**src/rtl/seg7_scan_ctrl.sv**
```systemverilog
// seg7_scan_ctrl
// Multiplexed 7-segment scan controller for NDIG common-anode digits that share
// one segment bus. Each digit owns a slot of SCAN_DIV clocks. The slot opens with
// BLANK_CYC dead cycles that keep every select off, so the segment bus can settle
// on the new digit's pattern before its anode turns on. The rest of the slot is
// divided into 16 brightness units.
// All display inputs are captured together at the frame boundary. This keeps a
// frame from ever mixing old and new data.

module seg7_scan_ctrl #(
  parameter int NDIG         = 8,
  parameter int SCAN_DIV     = 16384,
  parameter int BLANK_CYC    = 64,
  parameter int BLINK_FRAMES = 32,
  parameter int ACTIVE_LOW   = 1
) (
  input  logic              clk,
  input  logic              rstn,
  input  logic              disp_mode,
  input  logic [8*NDIG-1:0] i_data,
  input  logic [NDIG-1:0]   i_dp,
  input  logic              i_blank_lz,
  input  logic [NDIG-1:0]   i_blink_mask,
  input  logic [3:0]        i_bright,
  output logic [7:0]        o_seg,
  output logic [NDIG-1:0]   o_sel,
  output logic              o_frame
);

  localparam int CW   = $clog2(SCAN_DIV);
  localparam int OW   = CW + 1;
  localparam int DW   = $clog2(NDIG);
  localparam int BW   = (BLINK_FRAMES > 1) ? $clog2(BLINK_FRAMES) : 1;
  localparam int UNIT = (SCAN_DIV - BLANK_CYC) / 16;

  localparam logic [OW-1:0]   UNIT_V   = OW'(UNIT);
  localparam logic [OW-1:0]   BLANK_V  = OW'(BLANK_CYC);
  localparam logic [NDIG-1:0] SEL_ONE  = {{(NDIG-1){1'b0}}, 1'b1};
  localparam logic [7:0]      SEG_OFF  = (ACTIVE_LOW != 0) ? 8'hFF : 8'h00;
  localparam logic [NDIG-1:0] SEL_OFF  = (ACTIVE_LOW != 0) ? {NDIG{1'b1}} : {NDIG{1'b0}};

  // Scan position
  logic [CW-1:0]     cnt;
  logic [DW-1:0]     dig;
  logic              slot_end;
  logic              last_dig;
  logic              frame_end;

  // Blink state
  logic [BW-1:0]     blink_cnt;
  logic              blink_phase;

  // Frame-synchronous shadow copies of the inputs
  logic              sh_mode;
  logic [8*NDIG-1:0] sh_data;
  logic [NDIG-1:0]   sh_dp;
  logic              sh_lz;
  logic [NDIG-1:0]   sh_mask;
  logic [3:0]        sh_bright;

  // Decode path, working in active-low polarity until the output register
  logic [3:0]        nib;
  logic [7:0]        raw_byte;
  logic [7:0]        hex_code;
  logic [7:0]        cur_code;
  logic [NDIG-1:0]   lz_sup;
  logic              lz_run;
  logic              dig_sup;
  logic [7:0]        seg_al;
  logic [OW-1:0]     cnt_ext;
  logic [OW-1:0]     rel;
  logic [OW-1:0]     on_len;
  logic              in_window;
  logic [NDIG-1:0]   sel_al;

  function automatic logic [7:0] hex_to_seg(input logic [3:0] n);
    logic [7:0] s;
    case (n)
      4'h0: s = 8'hC0;
      4'h1: s = 8'hF9;
      4'h2: s = 8'hA4;
      4'h3: s = 8'hB0;
      4'h4: s = 8'h99;
      4'h5: s = 8'h92;
      4'h6: s = 8'h82;
      4'h7: s = 8'hF8;
      4'h8: s = 8'h80;
      4'h9: s = 8'h90;
      4'hA: s = 8'h88;
      4'hB: s = 8'h83;
      4'hC: s = 8'hC6;
      4'hD: s = 8'hA1;
      4'hE: s = 8'h86;
      default: s = 8'h8E;
    endcase
    return s;
  endfunction

  assign slot_end  = (cnt == CW'(SCAN_DIV - 1));
  assign last_dig  = (dig == DW'(NDIG - 1));
  assign frame_end = slot_end && last_dig;

  // Slot counter and digit index. The digit advances on the last cycle of each slot.
  always_ff @(posedge clk or negedge rstn) begin
    if (!rstn) begin
      cnt <= '0;
      dig <= '0;
    end else if (slot_end) begin
      cnt <= '0;
      dig <= last_dig ? '0 : dig + 1'b1;
    end else begin
      cnt <= cnt + 1'b1;
    end
  end

  // Blink phase flips after every BLINK_FRAMES completed frames.
  always_ff @(posedge clk or negedge rstn) begin
    if (!rstn) begin
      blink_cnt   <= '0;
      blink_phase <= 1'b0;
    end else if (frame_end) begin
      if (blink_cnt == BW'(BLINK_FRAMES - 1)) begin
        blink_cnt   <= '0;
        blink_phase <= ~blink_phase;
      end else begin
        blink_cnt <= blink_cnt + 1'b1;
      end
    end
  end

  // Capture every display input at the frame boundary only, so a frame never tears.
  always_ff @(posedge clk or negedge rstn) begin
    if (!rstn) begin
      sh_mode   <= 1'b0;
      sh_data   <= '0;
      sh_dp     <= '0;
      sh_lz     <= 1'b0;
      sh_mask   <= '0;
      sh_bright <= 4'd0;
    end else if (frame_end) begin
      sh_mode   <= disp_mode;
      sh_data   <= i_data;
      sh_dp     <= i_dp;
      sh_lz     <= i_blank_lz;
      sh_mask   <= i_blink_mask;
      sh_bright <= i_bright;
    end
  end

  // Leading-zero map. A digit is suppressible when it and every digit above it are zero.
  always_comb begin
    lz_run = 1'b1;
    lz_sup = '0;
    for (int i = NDIG - 1; i >= 1; i--) begin
      lz_run    = lz_run & (sh_data[4*i +: 4] == 4'd0);
      lz_sup[i] = lz_run;
    end
  end

  assign nib       = sh_data[4*int'(dig) +: 4];
  assign raw_byte  = sh_data[8*int'(dig) +: 8];
  assign hex_code  = hex_to_seg(nib) & ~{sh_dp[dig], 7'b0};
  assign cur_code  = sh_mode ? raw_byte : hex_code;

  assign dig_sup   = (!sh_mode && sh_lz && lz_sup[dig]) || (blink_phase && sh_mask[dig]);
  assign seg_al    = dig_sup ? 8'hFF : cur_code;

  assign cnt_ext   = {1'b0, cnt};
  assign rel       = cnt_ext - BLANK_V;
  assign on_len    = UNIT_V * (OW'(sh_bright) + OW'(1));
  assign in_window = (cnt_ext >= BLANK_V) && (rel < on_len);
  assign sel_al    = (in_window && !dig_sup) ? ~(SEL_ONE << dig) : {NDIG{1'b1}};

  // Register segments, selects and the frame pulse together so they stay aligned.
  always_ff @(posedge clk or negedge rstn) begin
    if (!rstn) begin
      o_seg   <= SEG_OFF;
      o_sel   <= SEL_OFF;
      o_frame <= 1'b0;
    end else begin
      o_seg   <= (ACTIVE_LOW != 0) ? seg_al : ~seg_al;
      o_sel   <= (ACTIVE_LOW != 0) ? sel_al : ~sel_al;
      o_frame <= frame_end;
    end
  end

endmodule
```
**config.mk**
```make
export PLATFORM = sky130hd
export DESIGN_NAME = seg7_scan_ctrl
export DESIGN_NICKNAME = d
export VERILOG_FILES = /design/src/rtl/seg7_scan_ctrl.sv
export SDC_FILE = /design/constraint.sdc
export NUM_CORES = 1
export LEC_CHECK = 0
export CORE_AREA = 2 2 122 124
export DETAILED_ROUTE_END_ITERATION = 8
export DIE_AREA = 0 0 124 126
export PLACE_DENSITY = 0.89
export SLEW_MARGIN = 20
export SYNTH_ARGS = -nofsm -noshare
export SYNTH_HDL_FRONTEND = slang
export SYNTH_SLANG_ARGS = --single-unit
export TNS_END_PERCENT = 100
```
**constraint.sdc**
```tcl
create_clock -name clk -period 13.3 [get_ports clk]
set_clock_uncertainty 0.2 [all_clocks]
set_input_delay 3.325 -clock clk [delete_from_list [all_inputs] [get_ports clk]]
set_output_delay 3.325 -clock clk [all_outputs]
set_load 0.02 [all_outputs]
```
Word level (Yosys, flattened, before mapping)
Memory sizes are Yosys's and may differ from the RTL's.
Cells that the tools add are included.
Widths: inputs -> output; s select.
Storage, ports and cells
  input port bits: 88
  output and inout bits: 17
  latch bits: 0
  register bits: 126
  logic and storage cells: 68
  RAM bits: 0
  memories kept: 1
  bits in read-only memories: 112
Operators by class
  multipliers: 1
  $add $sub $neg: 5
  divide/modulo/power cells: 0
  reductions and logical operators: 17
  order comparisons: 3
  bitwise logic cells: 10
  shift-type cells: 3
  muxes and demuxes: 12
  equality and inequality tests: 3
Memories
  (no name shown): depth 16, bits a word 7, rd ports 1, clocked after memory_dff 0, wr ports 0, line 78  | case (n)
Operators by type and width (count)
  $shiftx 64x6->4: 1
  $shiftx 64x7->8: 1
  $logic_not 4->1: 7
  $mux 8: 3
  $not 8->8: 2
  $lt 15x15->1: 1
  $sub 14x7->15 const B: 1
  $add 14x1->14 const B: 1
  $eq 14x14->1 const B: 1
  $ge 14x7->1 const B: 1
  $mux 14: 1
  $mul 8x5->13 const A: 1
  $bmux 1 s3: 3
  $and 8x8->8: 1
  $shl 1x3->8 const A: 1
  $and 1x1->1: 6
  $logic_and 1x1->1: 6
  $add 4x1->5 const B: 1
  $add 5x1->5 const B: 1
  $eq 5x5->1 const B: 1
  $mux 5: 1
  $lt 3x4->1 const B: 1
  $add 3x1->3 const B: 1
  $eq 3x3->1 const B: 1
  other kinds (6): 9

Logic depth before layout (Yosys ltp)
Gate-level depths: netlist of run 1.
  depth in word-level cells: 14
  depth in mapped cells: 21
  gate-level depth less buffers: 21

Worst setup path after synthesis of run 1
OpenSTA, ideal clock, no wires.
  kind: reg2reg
  from: register sh_bright[0]
  to: register o_sel[0]
  path slack: 7.830 ns
  data required time: 12.998 ns
  stages on the path, launching flop included: 21
  path buffers: 0
  data arrival time: 5.168 ns
  period minus slack after synthesis: 5.470 ns
  setup time: 0.102 ns
  path through: dfrtp_1 ha_1 and3_1 inv_1 fa_1 inv_1 fa_1 fa_1 inv_1 ha_1 a21o_1 a21oi_1 o22ai_1 o31ai_1 xor2_1 ha_1 a21o_1 a21oi_1 o221ai_1 nor3b_1 nand3_1
On the way
  longest elaborated chain between the ends: 6
Ends and longest elaborated chain
  from (decl): line 59  | logic [3:0] sh_bright;
  from (signal assigned): line 146  | sh_bright <= i_bright;
  $add 4x1->5: line 170  | assign on_len = UNIT_V * (OW'(sh_bright) + OW'(1));
  $mul 8x5->13: line 170
  $lt 15x15->1: line 171  | assign in_window = (cnt_ext >= BLANK_V) && (rel < on_len);
  $logic_and 1x1->1: line 171
  $logic_and 1x1->1: line 172  | assign sel_al = (in_window && !dig_sup) ? ~(SEL_ONE << dig) : {NDIG{1'b1}};
  $mux 8: line 172
  named net sel_al[0]: line 74  | logic [NDIG-1:0] sel_al;
  to (signal assigned): line 182  | o_sel <= (ACTIVE_LOW != 0) ? sel_al : ~sel_al;
  to (decl): line 26  | output logic [NDIG-1:0] o_sel,
The timed path passes the listed nets, and every way through them passes these cells.
A chain may end at the register's enable or synchronous reset.

Final worst setup path of run 1
Ends and elaborated chain as after synthesis.

==> results by stage, run 1 <==
STA:
- The count of final setup violators is 0.
- The clock period could shrink to 5.97 ns.
- Headroom to the max-slew limit came out at 0.335.
- Setup total negative slack on the finished layout was measured at 0 ns.
- The worst-margin pin slew is 0.997 ns.
- The number of slew-limit violations in the final report is 0.
- Setup repair after global routing left no endpoint under its margin.
- Derived from the worst setup path, the maximum achievable clock frequency is 168 MHz.
- After layout, the worst setup slack is 7.33 ns.
- Dividing the final minimum period by the clock period gives 0.449.
- The total count of hold-check failures in the final report was 0.
- The hold slack is 0.265 ns.

Clock network:
- The number of gates given a new drive strength after cts is 0.
- In this run, post-CTS hold repair placed 0 buffers.
- CTS saw 126 sinks.
- The post-CTS clock slew at the launch and capture registers of the worst setup and hold paths is 0.06 ns.
- After clock tree synthesis, the setup repair step added 0 buffers.
- The number of clock buffers inserted by TritonCTS is 17.
- The tree is rooted in a sky130_fd_sc_hd__clkbuf_16.
- The clock latency reported for the late side of the worst-skew pair is 0.43 ns.
- Counting along the longest clock path gives a buffer depth of 2.
- The TritonCTS clock tree is yes.
- The clock tree synthesis step divided the H-tree into 4 levels.

Die:
- From bottom edge to top edge, the die measures 126 um.
- The starting utilization of the core area is 0.521.
- The core region area is 0.0143 sq mm.
- The die is 124 um wide.
- In this run the count of I/O pins placed on the die edge is 105.
- The overall die area is 0.0156 sq mm.
- The initialized floorplan defines 44 standard-cell rows.

Layout:
- The total number of nets in the final design is 1032.
- The count of non-filler cells in the finished layout is 1078.
- The fill cell total of the finished layout is 1033.
- The repair_antennas step left the layout with diodes totalling 0.
- The growth of design area from synthesis to finish is 23.8%.
- In the final layout, the share of cells above drive strength 1 is 0.0973.

Placed design:
- The final weighted congestion of routability-driven global placement is 0.877.
- During placement, the flow inserted port buffers numbering 104.
- The final HPWL from detailed placement is 11900 um.
- The number of cells in the design after placement is 1046.
- OpenSTA, run right after detailed placement, puts the worst setup slack at 7.31 ns.

Logic synthesis:
- The number of synthesized flops with an enable pin is 0.
- After synthesis, the share of cell area in mux cells is 0.109.
- The adder-cell area share of the yosys netlist is 0.116.
- The share of the yosys chip area belonging to registers is 0.426.
- The post-synthesis compound-gate area fraction was 0.0500.
- For this run, the number of Yosys warnings is 0.
- The number of nets handed over by synthesis was 940.
- Dividing the synthesized area by the synthesized cell count gives 9.45 sq um.
- The netlist uses 55 different library cells.
- The synthesized flop and latch total is 126.
- The area share of the leading cell type in the synthesized netlist is 0.369.
- Yosys attributes the largest share of cell area to sky130_fd_sc_hd__dfrtp_1 37%, sky130_fd_sc_hd__nand2_1 15%, sky130_fd_sc_hd__ha_1 8.9%.
- Summing every instance area after synthesis gives 0.00746 sq mm.
- The synthesized design spends more area on one cell type than any other, namely sky130_fd_sc_hd__dfrtp_1.
- In the synthesized netlist the dominant register cell turns out to be sky130_fd_sc_hd__dfrtp_1.
- The most instantiated library cell after synthesis is sky130_fd_sc_hd__nand2_1.
- Of the total synthesized cell area, the portion taken by XOR and XNOR cells is 0.0352.
- The combinational family with the most area after synthesis is simple AND/OR/NAND/NOR gates.
- By count the netlist is led by 300 x sky130_fd_sc_hd__nand2_1, 110 x sky130_fd_sc_hd__dfrtp_1, 53 x sky130_fd_sc_hd__ha_1.
- In the synthesized netlist, the number of instances is 789.
- The share of synthesized cell area in and, or, nand and nor gates is 0.222.
- The share of flip-flops with an asynchronous set or reset after synthesis is 1.00.

Setup path:
- At the worst endpoint, the arrival time is 6.08 ns.
- The type of the setup path with the least slack is flop to flop.
- At the worst endpoint, the required time is 13.41 ns.
- The kind of capture point of the worst setup path is a flop.
- In this run the register-to-register setup slack is 7.33 ns.
- STA classifies the critical path startpoint as a flop.
- The worst-case reg-to-reg path depth is 20.
- The maximum fanout along the worst path is 8.

Power and ir drop:
- VDD sags by at most 0.0834 mV.
- Power spread over the standard cell area amounts to 98.5 mW/mm^2.
- The total power draw is 909 uW.
- In this run the static leakage power is 4.01 nW.

Routing:
- The mean routed wirelength per cell is 16.3 um.
- The count of vias placed by the detailed router is 5963.
- The per-cell via count in the routed design is 5.53.
- The iteration-0 DRC count of the detailed router is 408.
- The total wire length is 17600 um.
- The number of detailed-route iterations in the first pass is 5.
- The remaining antenna violation count is 0.
- In the routed design, unresolved DRC markers number 0.

Outcome:
- The run finished with clean final reports.

GRT:
- The total track usage is 0.245.
- The number of antenna violations at the first check in global routing was 0.
- The first global-routing pass estimated 29500 um of wire.
- Summed over all layers, the global routing overflow is 0.
- The largest net degree at the start of global routing is 95.
- The via count of the first global-routing pass was 5979.

Min path:
- The worst hold path belongs to the class flop to flop.
- The cell count of the worst hold path is 2.

Run:
- The number of max-cap violations is 0.
-- power breakdown --
group          internal [mW]  switching, mW  total (mW)
combinational         0.0225         0.0117      0.0343
sequential             0.384              0       0.384
clock                  0.319          0.172       0.491
total                  0.725          0.184       0.909
-- registers in the layout (all words and copies together) (netlist names), 3 cells and up --
register	flops
sh_data	64
cnt	14
o_seg	8
o_sel	8
sh_dp	8
sh_mask	8
blink_cnt	5
sh_bright	4
dig	3
-- kinds of logic (layout without fill, tap and decap cells) --
logic type      after synthesis  count (layout)
compound gates               56              56
simple gates                399             399
mux                          39              39
flops                       126             126
fa+ha+maj                    63              63
xor+xnor                     30              30
buf+inv                      76             181
-- metrics by stage --
stage | area [sq um] | utilization
after global routing | 9230 | 0.645
after detailed placement | 8600 | 0.601
after global placement | 8600 | 0.601
final | 9230 | 0.645
after CTS | 9230 | 0.645
after floorplan | 7460 | -
-- worst max-delay path, stage by stage, from the launching register on --
cell                       delay (ns)
sky130_fd_sc_hd__dfrtp_1         0.58
sky130_fd_sc_hd__nand3_1         0.15
sky130_fd_sc_hd__xnor2_1         0.33
sky130_fd_sc_hd__inv_1           0.17
sky130_fd_sc_hd__fa_1            0.56
sky130_fd_sc_hd__inv_1           0.11
sky130_fd_sc_hd__fa_1            0.57
sky130_fd_sc_hd__fa_1            0.51
sky130_fd_sc_hd__inv_1           0.05
sky130_fd_sc_hd__ha_1            0.36
sky130_fd_sc_hd__a21o_1          0.20
sky130_fd_sc_hd__a21oi_1         0.22
sky130_fd_sc_hd__o22ai_1         0.13
sky130_fd_sc_hd__o31ai_1         0.26
sky130_fd_sc_hd__xor2_1          0.18
sky130_fd_sc_hd__ha_1            0.26
sky130_fd_sc_hd__a21o_1          0.18
sky130_fd_sc_hd__a21oi_1         0.13
sky130_fd_sc_hd__o221ai_1        0.30
sky130_fd_sc_hd__nor3b_1         0.30
sky130_fd_sc_hd__nand3_1         0.11
-- final cells by class --
cell class                 count  area, sq um  area share
sequential                   126         3170       0.344
multi-input combinational    587         3970       0.430
timing repair buffer         109         1080       0.117
clock buffer                  19          443      0.0480
tap                          184          230      0.0249
inverter                      40          150      0.0163
clock inverter                13          188      0.0203
-- worst paths after layout --
check	endpoint	startpoint
worst max-delay path	o_sel[0]	sh_bright[0]
worst min-delay path	sh_mask[0]	sh_mask[0]
worst max register to register	o_sel[0]	sh_bright[0]
worst min register to register	sh_mask[0]	sh_mask[0]
max in group asynchronous	dig[0]	rstn
min in group asynchronous	sh_bright[0]	rstn
-- cell usage in the layout, fill, tap and decap left out, drive strengths merged, types with 16 or more instances in the layout --
master,synthesis,final
nand3,22,22
xnor2,16,16
clkbuf,21,19
o21ai,17,17
dfstp,16,16
dfrtp,110,110
inv,39,40
nand2,301,301
nor2,31,31
mux4,29,29
clkdlybuf4s50,0,103
ha,53,53
-- routing by layer --
| layer | vias to the layer above | wire length, um | GRT usage |
|---|---|---|---|
| met5 | - | 0 | 0 |
| met3 | 51 | 1240 | 0.0589 |
| met2 | 264 | 8450 | 0.381 |
| met4 | 0 | 624 | 0.114 |
| li1 | 2812 | - | - |
| met1 | 2836 | 7300 | 0.324 |
Note: power is estimated with default switching activity, not from simulation.
==> run 2: changes to the inputs <==
==> constraint.sdc (replaced) <==
create_clock -name clk -period 5.65 [get_ports clk]
set_clock_uncertainty 0.2 [all_clocks]
set_input_delay 1.4125 -clock clk [delete_from_list [all_inputs] [get_ports clk]]
set_output_delay 1.4125 -clock clk [all_outputs]
set_load 0.02 [all_outputs]
==> run 2 against run 1 <==
First-iteration DRC count increased by 19%; routed wire length increased by 2.4%; clock power increased by 130%; global-route usage increased by 0.23 points; combinational power increased by 140%; die area unchanged; register-to-register slack got worse by 7.2 ns; via count increased by 2.2%; flip-flop and latch count unchanged; critical path depth increased by 1.
==> results by stage, run 2 (synthesis results as in run 1) <==
Clock network:
- TritonCTS built the clock tree.
- Counting along the longest clock path gives a buffer depth of 2.
- The number of clock buffers inserted by TritonCTS is 17.
- The clock sink count is 126.
- Clock-pin slew was measured on the worst setup and hold paths at 0.06 ns.
- The clock reaches the later pin of the worst-skew pair after 0.41 ns.
- The clock tree synthesis step divided the H-tree into 4 levels.
- The clock tree root driver cell is sky130_fd_sc_hd__clkbuf_16.

GRT:
- For this run, global-route usage on met3 was measured as 0.0543.
- The number of antenna violations at the first check in global routing is 0.
- In the global route stage, overall resource usage came out at 0.247.
- The met2 global-route usage is 0.390.
- The global-route met1 utilization is 0.333.
- The via count of the first global-routing pass is 6159.
- The layer flagged by global routing as most heavily used is met2.
- Entering global routing, the biggest net connects 90 pins.
- For this run the aggregate overflow at the end of global routing stands at 0.
- The first global-routing pass estimated 30000 um of wire.

Placed design:
- The worst slack at placement is -0.0961 ns.
- Once placement completed, the tool counted placed cells totaling 1052.
- The number of buffer cells added on primary ports is 104.
- The final weighted congestion of routability-driven global placement is 0.899.
- The placed instance area is 0.00864 sq mm.
- The final HPWL from detailed placement is 12400 um.

Layout:
- Counting the fill cells in the layout gives 1037.
- Leaving out fill and tap cells, the most frequent cell in the layout is sky130_fd_sc_hd__nand2_1.
- The flip-flop count of the largest register, all copies and words added is 64.
- The post-route core utilization is 0.652.
- After the flow finishes, the layout carries non-filler instances totaling 1086.
- The post-route cell area is 0.00933 sq mm.
- The final layout contains 1040 nets.
- In the final layout, the share of cells above drive strength 1 is 0.118.
- Compared with the post-synthesis result, the final layout area differs by 25.1%.
- The register area is 0.00318 sq mm.
- The repair_antennas step left the layout with diodes totalling 0.
- The largest registers in the layout are sh_data x64, cnt x14.
- Leaving out fill and tap cells, the most frequent cells in the layout are 300 x sky130_fd_sc_hd__nand2_1, 108 x sky130_fd_sc_hd__dfrtp_1, 103 x sky130_fd_sc_hd__clkdlybuf4s50_1.
- Summing all multi-input logic gate instances after layout gives 0.00403 sq mm.
- The register with the most flip-flops is sh_data.

Setup path:
- The startpoint identified for the worst register-to-register timing path is sh_bright[1].
- The required time of the worst setup path is 5.76 ns.
- For this design, the slowest cell found on the critical path is sky130_fd_sc_hd__fa_1.
- The signal on the critical path passes through ha_2 > and3_1 > inv_1 > fa_1 > inv_2 > fa_2 > fa_1 > inv_2 > ha_4 > a21o_1 > a21oi_2 > o22ai_1 > o31ai_1 > xor2_1 > ha_1 > a21o_1 > a21oi_2 > o221ai_4 > buf_4 > nor2_1 > nand3_1.
- The worst setup path is launched from a flop.
- The maximum fanout along the worst path is 8.
- The timing startpoint of the critical path is sh_bright[1].
- On the critical path the largest part of the delay comes from adder cells.
- STA classifies the critical path endpoint as a flop.
- The type of the setup path with the least slack is flop to flop.
- STA puts the critical path data arrival time at 5.59 ns.
- The number of buffers and inverters on the critical path is 4.
- On the worst path, the slowest cell contributes a delay of 0.60 ns.

Power and ir drop:
- The share of total power dissipated in combinational logic is 0.039.
- The share of total power dissipated in sequential elements is 0.432.
- Of the total power, the share spent switching nets is 0.199.
- In this run the power density over the cells is 224 mW/mm^2.
- The design internal power is 1.67 mW.
- The switching power is 416 uW.
- The part of the power in the clock network is 0.529.
- IR analysis of the VDD net gives a maximum drop of 0.189 mV.
- The analysis attributes to cell leakage a power of 4.03 nW.

Die:
- In this run the vertical extent of the chip is 126 um.
- The row count is 44.
- The die covers 0.0156 sq mm.
- The die is 124 um wide.
- The core region area is 0.0143 sq mm.
- The top-level port count is 105.
- The starting utilization of the core area is 0.521.

Min path:
- The path class of the lowest-slack min-delay path is flop to flop.
- The beginning of the worst hold path is sh_mask[5].

STA:
- The worst-margin pin slew is 1.04 ns.
- In this run the tightest slew margin relative to its limit is 0.308.
- The count of final setup violators is 0.
- For this run, the top clock speed supported by timing is 183 MHz.
- The routed design could run at a clock period as short as 5.48 ns.
- The total count of hold-check failures in the final report was 0.
- The number of slew-limit violations in the final report is 0.
- Setup slack on the critical path of the routed design comes to 0.171 ns.
- Dividing the final minimum period by the clock period gives 0.970.

Outcome:
- The run finished with clean final reports.

Routing:
- The per-cell via count in the routed design is 5.61.
- The count of vias placed by the detailed router is 6092.
- The final layout contains routed wiring with a total length of 18000 um.
- The DRC violations left is 0.
- The iteration-0 DRC count of the detailed router is 487.
- After detailed routing, the average wire length per cell comes to 16.6 um.
- The remaining antenna violation count is 0.
- The number of detailed-route iterations in the first pass is 7.

Run:
- Max-cap violations in this run came to 0.
[run 2: tightest hold or removal path, stage by stage, from the launching register on]
cell,delay (ns)
sky130_fd_sc_hd__dfrtp_1,0.33
sky130_fd_sc_hd__nand2_1,0.05
sky130_fd_sc_hd__nand2_1,0.05
[run 2: power groups by stage]
stage | logic, mW | clock network (mW) | registers, mW
floorplan | 0.000677 | 0 | 0.919
global placement | 0.0814 | 0 | 0.919
detailed placement | 0.0819 | 0 | 0.919
CTS | 0.0824 | 1.12 | 0.904
global route | 0.0888 | 1.16 | 0.903
finish | 0.0811 | 1.11 | 0.904
[run 2: area by class of cell]
type,instances,share of cell area
clock inverters,9,0.0145
well taps,184,0.0247
clock buffers,23,0.0502
repair buffers,117,0.122
inverters,40,0.0161
multi-input cells,587,0.432
flip-flops and latches,126,0.340
[run 2: final timing paths]
check,endpoint,slack [ns],depth (start not counted)
setup / recovery,o_sel[3],0.17,21
hold / removal,sh_mask[5],0.26,2
setup reg to reg,o_sel[3],0.17,21
hold reg to reg,sh_mask[5],0.26,2
max in group asynchronous,cnt[1],3.44,2
min in group asynchronous,cnt[4],0.84,1
[run 2: routing by layer]
metal | wire length [um] | share of wire
met5 | 0 | 0
met4 | 564 | 0.031
met3 | 1280 | 0.071
met2 | 8840 | 0.49
met1 | 7340 | 0.41
[run 2: per-stage QoR]
stage	power [mW]	setup TNS [ns]	hold WS [ns]
2_1_floorplan	0.920	0	0.237
6_report	2.09	0	0.265
5_1_grt	2.15	-0.114	0.292
4_1_cts	2.10	0	0.269
3_5_place_dp	1.00	-0.275	0.258
3_3_place_gp	1.00	0	0.252
[run 2: repair_timing]
item / CTS / global route
setup buffers: 0 / 2
pin swaps: 0 / 3
hold endpoints to repair: 0 / 0
endpoints found under the setup margin: 4 / 8
hold buffers: 0 / 0
resized for setup: 3 / 12
==> run 3: changes to the inputs <==
--- a/config.mk
+++ b/config.mk
@@ -8,6 +8,7 @@
 export CORE_AREA = 2 2 122 124
 export DETAILED_ROUTE_END_ITERATION = 8
 export DIE_AREA = 0 0 124 126
+export GPL_ROUTABILITY_DRIVEN = 0
 export PLACE_DENSITY = 0.89
 export SLEW_MARGIN = 20
 export SYNTH_ARGS = -nofsm -noshare
==> constraint.sdc (replaced) <==
create_clock -name clk -period 5.6 [get_ports clk]
set_clock_uncertainty 0.2 [all_clocks]
set_input_delay 1.4 -clock clk [delete_from_list [all_inputs] [get_ports clk]]
set_output_delay 1.4 -clock clk [all_outputs]
set_load 0.02 [all_outputs]
==> run 3 against run 2 <==
Clock power grew 9.9%; flip-flop and latch count is the same; first-iteration DRC count shrank 3.1%; core utilization is essentially flat; register-to-register slack gained 0.07 ns; non-clock buffer count shrank 2; worst setup slack gained 0.073 ns; combinational power is essentially flat; critical path depth shrank 2.
==> results by stage, run 3 (synthesis results as in run 1) <==
Min path:
- The tightest min-delay check is of the flop to flop type.

Layout:
- The largest registers in the layout are sh_data x64, cnt x14.
- The post-route core utilization is 0.652.
- The growth of design area from synthesis to finish is 25.1%.
- The register with the most flip-flops is sh_data.
- The register with the most flip-flops in the layout has 64 of them.
- The share of layout cells above drive strength 1 is 0.109.
- The antenna diode instance count is 0.
- The fill cell total of the finished layout is 1052.
- The library cells used most frequently in the layout, excluding fill and tap cells, are 300 x sky130_fd_sc_hd__nand2_1, 109 x sky130_fd_sc_hd__dfrtp_1, 103 x sky130_fd_sc_hd__clkdlybuf4s50_1.
- With fillers left out, the area of the finished cells amounts to 0.00933 sq mm.
- In the final design database the tool counted 1038 nets.
- The commonest non-fill, non-tap cell in the layout is sky130_fd_sc_hd__nand2_1.

Power and ir drop:
- The analysis attributes to cell leakage a power of 4.04 nW.
- In this run the power density over the cells is 238 mW/mm^2.
- Across the VDD grid, the largest voltage drop is 0.183 mV.

Clock network:
- The number of H-tree levels is 4.
- For this design, the CTS-stage hold fixing added 0 buffers.
- The TritonCTS clock tree is yes.
- TritonCTS created 17 clock buffers.
- The clock sink count is 126.
- Clock latency on the worst-skew pair, taken at its later pin, is 0.42 ns.
- The post-CTS clock slew at the launch and capture registers of the worst setup and hold paths is 0.06 ns.
- The clock tree root driver cell is sky130_fd_sc_hd__clkbuf_16.
- In this run the deepest clock path goes through 2 buffers.

Placed design:
- The worst slack at placement is 0.0143 ns.
- Detailed placement ended at an HPWL of 12200 um.
- During placement, the flow inserted port buffers numbering 104.
- Once placement finished, the instance area stood at 0.00864 sq mm.

Routing:
- The mean routed wirelength per cell is 16.5 um.
- The final layout contains routed wiring with a total length of 17900 um.
- The per-cell via count in the routed design is 5.53.
- The iteration-0 DRC count of the detailed router is 472.
- The count of nets left with antenna violations once routing finished came out at 0.
- After detailed routing, the number of remaining DRC violations is 0.
- The detailed router placed 5994 vias in this run.
- The number of detailed-route iterations in the first pass is 5.

STA:
- Hold timing on the final database bottoms out at a slack of 0.270 ns.
- Static timing analysis puts the maximum clock frequency at 187 MHz.
- The final setup TNS is 0 ns.
- Setup repair after global routing could not meet its margin everywhere.
- The worst-margin pin slew is 0.971 ns.
- The total count of hold-check failures in the final report was 0.
- The shortest period the worst path allows is 5.36 ns.
- Dividing the final minimum period by the clock period gives 0.956.
- The remaining max-slew budget at the tightest pin is 0.353.
- The post-layout worst setup margin is 0.244 ns.
- The count of final setup violators is 0.
- The number of slew-limit violations in the final report is 0.

Setup path:
- The kind of start point of the critical path is a flop.
- The slowest stage of the critical path belongs to the cell sky130_fd_sc_hd__fa_2.
- The type of the setup path with the least slack is flop to flop.
- The signal on the critical path passes through ha_1 > xor2_1 > inv_1 > fa_1 > fa_2 > fa_1 > inv_1 > ha_1 > a21o_1 > a21oi_2 > o22ai_1 > o31ai_1 > xor2_1 > ha_1 > a21o_1 > a21oi_1 > o221ai_2 > nor3b_1 > nand3_1.
- The kind of capture point of the worst setup path is a flop.
- For this run, the slowest stage of the critical path takes 0.57 ns.
- The maximum fanout along the worst path is 8.
- Data arrives at the worst endpoint at 5.49 ns.
- The most frequent cell on the critical path is sky130_fd_sc_hd__ha_1.
- The required time of the worst setup path is 5.73 ns.

Run:
- The number of max-cap violations is 0.

Die:
- From left edge to right edge, the die measures 124 um.
- For this configuration, the core starts out at a cell density of 0.521.
- The top-level port count is 105.
- The height of the die is 126 um.
- The core region area is 0.0143 sq mm.
- The row count is 44.
- The die covers 0.0156 sq mm.

GRT:
- The via count of the first global-routing pass is 5937.
- In the global route stage, overall resource usage came out at 0.242.
- The first global-routing pass estimated 29200 um of wire.
- The largest net degree at the start of global routing is 90.
- The number of antenna violations at the first check in global routing came to 0.
- The residual overflow from global routing is 0.

Outcome:
- The flow ran to the end, and the final reports show no timing, DRC or antenna violations.
[run 3: changes by cell type in the layout (fill, tap and decap cells not counted), sizes merged]
cell and change:
buf -2, bufinv +3, clkbuf -3, clkinv -1, clkinvlp +1, inv -1
[run 3: layout make-up]
type,count,area (sq um),share of cell area
sequential,126,3170,0.340
inverter,40,151,0.0162
multi-input combinational,587,4000,0.429
tap,184,230,0.0247
timing repair buffer,115,1120,0.120
clock inverter,11,215,0.0231
clock buffer,20,437,0.0468
[run 3: layer usage]
metal | share of wire | vias to the layer above | GRT usage
met1 | 0.41 | 2865 | 0.333
met5 | 0 | - | 0
li1 | - | 2819 | -
met4 | 0.031 | 0 | 0.103
met3 | 0.071 | 51 | 0.0512
met2 | 0.48 | 259 | 0.374
[run 3: through the flow]
step                total power [mW]  std cells
global placement                1.01       1051
CTS                             2.23       1083
finish                          2.22       1083
global route                    2.27       1083
floorplan                      0.928        789
detailed placement              1.01       1052
[run 3: where the power goes]
group          internal, mW  switching, mW
Combinational        0.0540         0.0273
Clock                 0.830          0.395
Sequential            0.912              0
Total                  1.80          0.422
[run 3: timing repair]
item                                   CTS  global route
setup endpoints to repair                0             8
gates resized for setup                  0             8
endpoints found under the hold margin    0             0
setup buffers                            0             0
[run 3: critical path: cells and delay by family (launching register included)]
kind,cells,cell delay [ns]
buffers and inverters,2,0.15
flip-flops,1,0.42
XOR/XNOR,2,0.43
AND/OR/NAND/NOR,2,0.33
AO/OA/AOI/OAI,7,1.30
adder cells (fa/ha/maj),6,2.43
[run 3: worst paths after layout]
kind / depth (start not counted) / to / slack (ns) / startpoint
min: 2 / sh_mask[1] / 0.27 / sh_mask[1]
max: 19 / o_sel[0] / 0.24 / sh_bright[0]
min in group asynchronous: 1 / cnt[2] / 0.86 / rstn
max in group asynchronous: 2 / sh_data[56] / 3.39 / rstn
max reg2reg: 19 / o_sel[0] / 0.24 / sh_bright[0]
min reg2reg: 2 / sh_mask[1] / 0.27 / sh_mask[1]
